## config.mk

```make
export PLATFORM = sky130hd
export DESIGN_NAME = if_fetch
export DESIGN_NICKNAME = d
export VERILOG_FILES = /design/src/rtl/if_fetch.sv
export SDC_FILE = /design/constraint.sdc
export NUM_CORES = 1
export LEC_CHECK = 0
export CAP_MARGIN = 20
export CORE_UTILIZATION = 46
export CTS_CLUSTER_SIZE = 24
export DETAILED_ROUTE_END_ITERATION = 10
export PLACE_DENSITY = 0.74
export SETUP_SLACK_MARGIN = 0.1
export SLEW_MARGIN = 20
export SYNTH_ARGS = -nofsm -noshare
export SYNTH_HDL_FRONTEND = slang
export SYNTH_SLANG_ARGS = --single-unit
```

## constraint.sdc

```tcl
create_clock -name clk -period 13.1 [get_ports clk]
set_input_delay 3.275 -clock clk [delete_from_list [all_inputs] [get_ports clk]]
set_output_delay 3.275 -clock clk [all_outputs]
set_load 0.005 [all_outputs]
```

## src/rtl/if_fetch.sv

```systemverilog
// Instruction fetch: owns the fetch PC and assembles each 32-bit word from four byte reads.
// Latency: first request in T0, if_valid_o in T5 with grant every cycle; +1 cycle per missing grant.
// Backpressure: if_ready_i low holds the presented word; stall_i only gates new memory requests.
module if_fetch #(
  parameter logic [31:0] RESET_PC = 32'h00000000
) (
  input  logic        clk,
  input  logic        rst,
  input  logic        stall_i,
  input  logic        branch_flag_i,
  input  logic [31:0] branch_target_i,
  output logic        mem_req_o,
  output logic [31:0] mem_addr_o,
  input  logic        mem_gnt_i,
  input  logic [7:0]  mem_data_i,
  output logic        if_valid_o,
  input  logic        if_ready_i,
  output logic [31:0] if_pc_o,
  output logic [31:0] if_inst_o
);

  typedef enum logic {FETCH = 1'b0, OUT = 1'b1} state_t;

  state_t      state;
  logic [31:0] fetch_pc;
  logic [2:0]  req_cnt;
  logic [2:0]  recv_cnt;
  logic        rd_pend;
  logic [23:0] inst_buf;
  logic        req_ok;
  logic        gnt_ok;

  // Request gating is combinational so a stall or redirect suppresses the request in the same cycle;
  // reset is folded in so the request drops the moment reset asserts.
  always_comb begin
    req_ok = ~rst & (state == FETCH) & (req_cnt < 3'd4) & ~stall_i & ~branch_flag_i;
    gnt_ok = req_ok & mem_gnt_i;
  end

  assign mem_req_o  = req_ok;
  assign mem_addr_o = req_ok ? (fetch_pc + {29'd0, req_cnt}) : 32'd0;

  // Fetch FSM: issue byte requests, capture returning bytes little-endian, present, then advance PC.
  always_ff @(posedge clk or posedge rst) begin
    if (rst) begin
      state      <= FETCH;
      fetch_pc   <= RESET_PC;
      req_cnt    <= 3'd0;
      recv_cnt   <= 3'd0;
      rd_pend    <= 1'b0;
      inst_buf   <= 24'd0;
      if_valid_o <= 1'b0;
      if_pc_o    <= 32'd0;
      if_inst_o  <= 32'd0;
    end else if (branch_flag_i) begin
      // Redirect wins over everything, including a same-cycle handshake; any in-flight byte is dropped.
      state      <= FETCH;
      fetch_pc   <= branch_target_i & ~32'h3;
      req_cnt    <= 3'd0;
      recv_cnt   <= 3'd0;
      rd_pend    <= 1'b0;
      if_valid_o <= 1'b0;
    end else begin
      case (state)
        FETCH: begin
          rd_pend <= gnt_ok;
          if (gnt_ok) begin
            req_cnt <= req_cnt + 3'd1;
          end
          if (rd_pend) begin
            recv_cnt <= recv_cnt + 3'd1;
            case (recv_cnt)
              3'd0: inst_buf[7:0]   <= mem_data_i;
              3'd1: inst_buf[15:8]  <= mem_data_i;
              3'd2: inst_buf[23:16] <= mem_data_i;
              3'd3: begin
                if_inst_o  <= {mem_data_i, inst_buf};
                if_pc_o    <= fetch_pc;
                if_valid_o <= 1'b1;
                state      <= OUT;
              end
              default: ;
            endcase
          end
        end
        OUT: begin
          rd_pend <= 1'b0;
          if (if_ready_i) begin
            fetch_pc   <= fetch_pc + 32'd4;
            req_cnt    <= 3'd0;
            recv_cnt   <= 3'd0;
            if_valid_o <= 1'b0;
            state      <= FETCH;
          end
        end
        default: state <= FETCH;
      endcase
    end
  end

endmodule

```

[After elaboration in Yosys (flattened, before gate mapping)]
Index checks and enable logic that the tools add are counted.
Widths: inputs -> output; s select.
Operators by class
  add/sub/neg operators: 4
  magnitude comparators: 1
  equality and inequality tests: 7
  muxes and demuxes: 23
  bitwise operators: 9
  reductions and logical operators: 11
Operators with widths (number)
  $mux 32: 4
  $add 32x3->32: 1
  $add 32x3->32 const B: 1
  $reduce_and 4->1: 4
  $mux 3: 5
  $pmux 3 s2: 2
  $mux 1: 9
  $ne 3x3->1 const B: 3
  $add 3x1->3 const B: 2
  $eq 3x2->1 const B: 2
  $pmux 1 s2: 3
  $reduce_and 2->1: 3
  $and 1x1->1: 5
  $not 1->1: 4
  $reduce_bool 2->1: 2
  $eq 3x1->1 const B: 1
  $logic_not 3->1: 1
  $lt 3x3->1 const B: 1
  $ne 3x2->1 const B: 1
  $reduce_and 3->1: 1
Word-level totals
  bits in registers: 129
  input bits: 46
  output and inout port bits: 98
  word-level logic and storage cells: 66

[Logic depth before layout (Yosys ltp)]
Gate-level depths: netlist of run 1.
  word-level depth: 9
  gate-level depth with buffers: 8
  gate-level depth less buffers: 6

[Least setup slack after synthesis of run 1]
Ideal clock, no wire load.
  path kind: input port to output port
  from: input port branch_flag_i
  to: output port mem_addr_o[17]
  data arrival time: 4668 ps
  required time: 9825 ps
  slack: 5157 ps
  stages on the path: 5
  buffers on the path: 1
  cell sequence: or4_4 > or2_0 > buf_2 > or4_1 > nand2_1
Between the ends
  longest elaborated chain between the ends: 3
RTL lines
  start, declared: RTL line 10  | input logic branch_flag_i,
  $not 1->1 (no line)
  $and 1x1->1: RTL line 36  | req_ok = ~rst & (state == FETCH) & (req_cnt < 3'd4) & ~stall_i & ~branch_flag_i;
  $mux 32: RTL line 41  | assign mem_addr_o = req_ok ? (fetch_pc + {29'd0, req_cnt}) : 32'd0;
  end, declared: RTL line 13  | output logic [31:0] mem_addr_o,
Every way passes these cells.

[Worst setup path in the final report of run 1]
  from: input port branch_flag_i
  to: output port mem_addr_o[14]
Same word-level chain as after synthesis.

==> run metrics, run 1 <==
buffers added on ports approximately 140; gr usage total 0.2398; DPL Wire Length ~11,000 um; dpl cells between 800 and 900; register area share after synthesis 0.5039; design area 8290 sq um; CP cell instances buf_2 -> buf_4 -> or4_4 -> or2_0 -> buf_4 -> inv_1 -> o21ai_0 -> nor2b_1 -> clkdlybuf4s50_1; Routability Congestion between 0.8 and 0.9; largest stage delay on the critical path about 590 ps; WL final approximately 16,000 um; gate count of the mapped netlist 570; placed cell areas between 7000 and 8000 sq um; RSZ-0062 raised after global routing no; Final min period 9239 ps; PD cells 120.9 nW/um^2; non-filler cells, final around 880; switch share 0.2346; maxcap violations 0; status finished, final reports clean; Post-CTS Setup Inserts 0; sequential share of power 0.428; fraction of layout cells with a size suffix above 1 0.1966; switching power total about 0.00024 W; Reg2Reg Setup Slack 10,530 ps; Core Area 13,190 sq um; Hold WC Path Type reg2reg; DRC 0; DR top layer met4; initial antenna violation count 0; library cells used by synthesis between 40 and 50; Post-synth EDFFs 0; Via Count 4,946; critical path peak fanout 59; Met1 Routed Length ~6500 um; Mapped Area just over 6000 sq um; DRT Pass-1 Iters 5; endpoints failing hold 0; die area approximately 14,000 sq um; Rel. slew slack 0.3937; Slew Viols, Final 0; initial core utilization 0.4706; asr flop ratio synth 1.000; Nets between 700 and 800; routed vias/inst 5.633; cell repeated most along the worst path buf_4; routed wl met2 around 7700 um; ratio of final minimum period to clock period 0.7053; CTS Root Cell clkbuf_16; crit end category output pin; GR Overflow Total 0; Worst Max-Slew Pin Slew between 900 and 1000 ps; die height about 120 um; vias in the first global route 5,109; CP Data Arrival Time 5960 ps; Worst VDD drop between 0.07 and 0.08 mV; predominant post-synthesis flop cell dfrtp_1; CTS sink count approximately 130; Req. time, crit path a little under 10,000 ps; post_cts resized 0; slowest CP cell or4_4; clk_lat worst skew around 420 ps; WL per Instance around 18 um; Clock power frac 0.497; die width ~120 um; hold_buf cts 0; met3 WL between 1000 and 1500 um; FILL cells 1,049; cell family with most CP delay buffers and inverters; ant diodes 0; CP Class in2out; I/O pin count between 100 and 150; Power Internal approximately 0.00077 W; first-pass GRT wire length roughly 26,000 um; num rows 42; antenna violation net count after detailed routing 0; Synth Register Bits approximately 130; warnings from Yosys 0; Fin Setup TNS 0 ps; CTS tree yes; Leakage around 3.5 nW; H-tree depth 4; largest net degree at the start of global routing 66; synthesized area per cell between 10 and 15 sq um; Layout area overhead 33.56%; Finish-stage setup viols 0; Clock Skew 6.113 ps; 1st-iter DRT viols approximately 350; most common cell after layout, fill and taps aside clkdlybuf4s50_1; commonest cells after routing, fill and taps aside clkdlybuf4s50_1 (138), dfrtp_1 (125), mux2_2 (87); CTS buffer count 17; CTS Buffer Depth 2; CP bufs+invs 5; crit start category input port; Comb pwr share 0.074; Reg clk slew, reported paths around 50 ps; Achievable Freq 108.2 MHz
[synthesized netlist by cell type (all sizes together) (2+ instances only)]
master / n / share of area
clkbuf: 23 / 0.015
nand3: 13 / 0.010
nand4: 25 / 0.028
ha: 8 / 0.016
o31ai: 4 / 0.0048
o21ai: 25 / 0.020
nor3: 6 / 0.0056
mux2: 87 / 0.16
a31oi: 10 / 0.010
xor2: 14 / 0.020
a211oi: 4 / 0.0048
o211ai: 8 / 0.0097
or3: 11 / 0.011
a211o: 3 / 0.0042
nand3b: 3 / 0.0036
nor2b: 2 / 0.0020
buf: 21 / 0.019
nand4b: 2 / 0.0028
or2: 7 / 0.0071
nor2: 37 / 0.022
or4: 16 / 0.020
and4: 5 / 0.0073
o311ai: 8 / 0.011
dfrtp: 125 / 0.50
xnor2: 11 / 0.016
nor4: 5 / 0.0050
and2: 6 / 0.0060
a21oi: 13 / 0.010
nand2: 50 / 0.030
inv: 10 / 0.0060
[worst reg2reg max path, stage by stage, from the launching register on]
cell and delay [ps]:
dfrtp_1 690, nand3_1 400, or4_1 770, or4_1 550
nand3_1 110
[final timing paths]
path / from / end / depth (start not counted)
worst max register to register: state$_DFF_PP0_ / fetch_pc[16]$_DFFE_PP0P_ / 4
worst min-delay path: inst_buf[12]$_DFFE_PP0P_ / inst_buf[12]$_DFFE_PP0P_ / 1
worst max-delay path: branch_flag_i / mem_addr_o[14] / 9
worst min register to register: inst_buf[12]$_DFFE_PP0P_ / inst_buf[12]$_DFFE_PP0P_ / 1
max in group asynchronous: rst / if_valid_o$_DFFE_PP0P_ / 3
min in group asynchronous: rst / fetch_pc[2]$_DFFE_PP0P_ / 2
[logic make-up after synthesis]
group,share of synthesized area
AO/OA/AOI/OAI,0.07841
flip-flops,0.5039
XOR/XNOR,0.03528
AND/OR/NAND/NOR,0.1671
multiplexers,0.1594
other,0.0006041
adder cells (fa/ha/maj),0.01613
buffers and inverters,0.03910
[registers in the layout, summed over array words and instances, names as in the netlist]
register    cells
if_pc_o        30
if_inst_o      32
if_valid_o      1
rd_pend         1
req_cnt         3
recv_cnt        3
fetch_pc       30
inst_buf       24
state           1
[per-layer routing]
layer / up-vias / GRT usage
met5: - / 0
met4: 0 / 0.09936
met3: 31 / 0.07432
met2: 188 / 0.3912
met1: 2431 / 0.2946
li1: 2296 / -
[power by group through the flow]
stage	Sequential (W)	Clock (W)	Combinational (W)
finish	0.000429	0.000498	0.0000746
global route	0.000432	0.000524	0.0000830
detailed placement	0.000435	0	0.0000748
global placement	0.000433	0	0.0000723
CTS	0.000429	0.000505	0.0000758
floorplan	0.000420	0	0.0000534
[final cells by class]
type,instances,area (sq um),area share
Clock buffer,19,442.9,0.05343
Clock inverter,13,190.2,0.02294
Inverter,10,40.04,0.004829
Multi-Input combinational cell,392,2853,0.3441
Sequential cell,125,3128,0.3773
Tap cell,176,220.2,0.02656
Timing Repair Buffer,143,1416,0.1708
[stage by stage]
stage / setup slack, ps / total power, W / utilization / hold slack [ps]
after floorplan: 5157 / 0.0004730 / - / 473.7
after global placement: 3897 / 0.0005058 / 0.5801 / 482.3
after detailed placement: 3867 / 0.0005098 / 0.5801 / 489.8
after CTS: 3862 / 0.001010 / 0.6281 / 504.6
after global routing: 3751 / 0.001039 / 0.6285 / 511.4
final: 3861 / 0.001002 / 0.6285 / 501.3
Power figures use the tool's default switching activity.
==> run 2: changes to the inputs <==
==> constraint.sdc (replaced) <==
create_clock -name clk -period 9 [get_ports clk]
set_input_delay 2.25 -clock clk [delete_from_list [all_inputs] [get_ports clk]]
set_output_delay 2.25 -clock clk [all_outputs]
set_load 0.005 [all_outputs]
==> run 2 against run 1 <==
Worst setup slack worse by 2100 ps. Register-to-register slack worse by 4000 ps. Clock skew hardly changed. Design area is 0.41% lower. Worst hold slack worse by 2.4 ps. Clock power is 40% higher. Via count is 0.38% higher. Routed wire length is 1.0% higher. Final cell count is 0.11% lower. Critical path depth is 2 lower. Largest cell class unchanged. Largest power group unchanged. Highest routed layer unchanged.
==> run metrics, run 2 (synthesized netlist as in run 1, its figures left out) <==
status finished, final reports clean; ratio of final minimum period to clock period 0.8098; WL per Instance ~18 um; die area ~14,000 sq um; post_cts resized 0; Layout area overhead 33.02%; WL final ~16,000 um; Worst VDD drop ~0.14 mV; largest net degree at the start of global routing 65; area occupied by multi-input gates 2846 sq um; Regs by FF count if_inst_o (32), fetch_pc (30), if_pc_o (30); vias in the first global route between 5,000 and 6,000; Req. time, crit path around 6800 ps; antenna violation net count after detailed routing 0; Slew Viols, Final 0; CTS sink count ~130; Routability Congestion about 0.83; Post-CTS Setup Inserts 0; PD cells between 150 and 200 nW/um^2; I/O pin count roughly 140; Comb pwr share 0.076; Clock Skew a little under 6 ps; CTS tree yes; Clock power frac 0.487; DRC 0; Top reg by flops if_inst_o; Power Internal 0.001093 W; Final Util 0.6260; num rows 42; Core Area about 13,000 sq um; Finish-stage setup viols 0; Leakage ~3.5 nW; die width between 100 and 150 um; critical path peak fanout 20; max FFs per register 32; dpl cells around 850; sequential share of power 0.437; Achievable Freq approximately 140 MHz; Nets roughly 740; non-filler cells, final between 800 and 900; gr usage total 0.2421; crit start category input port; initial core utilization 0.4706; Final min period around 7300 ps; fraction of layout cells with a size suffix above 1 0.1926; ant diodes 0; switch share 0.2350; Register Area between 3000 and 4000 sq um; GR Overflow Total 0; Reg clk slew, reported paths about 50 ps; clk_lat worst skew 420 ps; switching power total around 0.00034 W; Rel. slew slack 0.4167; Total Power 0.001429 W; routed vias/inst around 5.7; CTS buffer count 17; maxcap violations 0; H-tree depth 4; Fin Setup TNS 0 ps; buffers added on ports 139; RSZ-0062 raised after global routing no; CP Data Arrival Time a little over 5000 ps; crit end category output pin; die height about 120 um; hold_buf cts 0; FILL cells around 1,000; Via Count between 4,000 and 5,000; initial antenna violation count 0; DPL Wire Length around 11,000 um; CTS Buffer Depth 2; first-pass GRT wire length around 26,000 um; DRT Pass-1 Iters 5; CP Class in2out; most common cell after layout, fill and taps aside clkdlybuf4s50_1; endpoints failing hold 0; 1st-iter DRT viols around 340; commonest cells after routing, fill and taps aside clkdlybuf4s50_1 (138), dfrtp_1 (125), mux2_2 (87); CTS Root Cell clkbuf_16; Worst Max-Slew Pin Slew 866.9 ps; Hold WC Path Type reg2reg
==> run 2: final cells by class <==
cell class / count / share of cell area
multi-input cells: 392 / 0.3447
well taps: 176 / 0.02667
clock inverters: 9 / 0.01667
inverters: 10 / 0.004849
repair buffers: 144 / 0.1725
clock buffers: 21 / 0.05577
flip-flops and latches: 125 / 0.3788
==> run 2: worst paths after layout <==
path	start	endpoint	slack [ps]	cells past startpoint
worst min register to register	inst_buf[21]$_DFFE_PP0P_	inst_buf[21]$_DFFE_PP0P_	500	1
worst max-delay path	rst	mem_addr_o[24]	1710	7
worst min-delay path	inst_buf[21]$_DFFE_PP0P_	inst_buf[21]$_DFFE_PP0P_	500	1
min in group asynchronous	rst	req_cnt[0]$_DFFE_PP0P_	2340	2
max in group asynchronous	rst	fetch_pc[26]$_DFFE_PP0P_	5310	3
worst max register to register	state$_DFF_PP0_	fetch_pc[16]$_DFFE_PP0P_	6480	4
==> run 2: power groups by stage <==
stage	logic [W]	registers, W	clock network (W)
finish	0.000108	0.000625	0.000696
global placement	0.000105	0.000631	0
global route	0.000120	0.000629	0.000731
CTS	0.000110	0.000624	0.000709
detailed placement	0.000109	0.000633	0
floorplan	0.0000777	0.000611	0
==> run 2: per-layer routing <==
layer,wire length (um),GRT usage
met5,0,0
met4,316,0.09054
met3,1307,0.08977
met2,7934,0.3960
met1,6435,0.2909
==> run 2: critical path, stage by stage <==
cell             delay, ps
clkdlybuf4s50_1        470
or4_4                  510
or2_0                  430
buf_4                  320
or4_1                  480
nand2_1                 80
clkdlybuf4s50_1        500
==> run 2: metrics by stage <==
stage	hold WS [ps]	instance area (sq um)	setup WS [ps]
3_5_place_dp	490.2	7659	1719
3_3_place_gp	483.0	7659	1714
4_1_cts	502.9	8257	1707
2_1_floorplan	473.7	6211	3107
5_1_grt	518.4	8257	1594
6_report	498.8	8257	1712
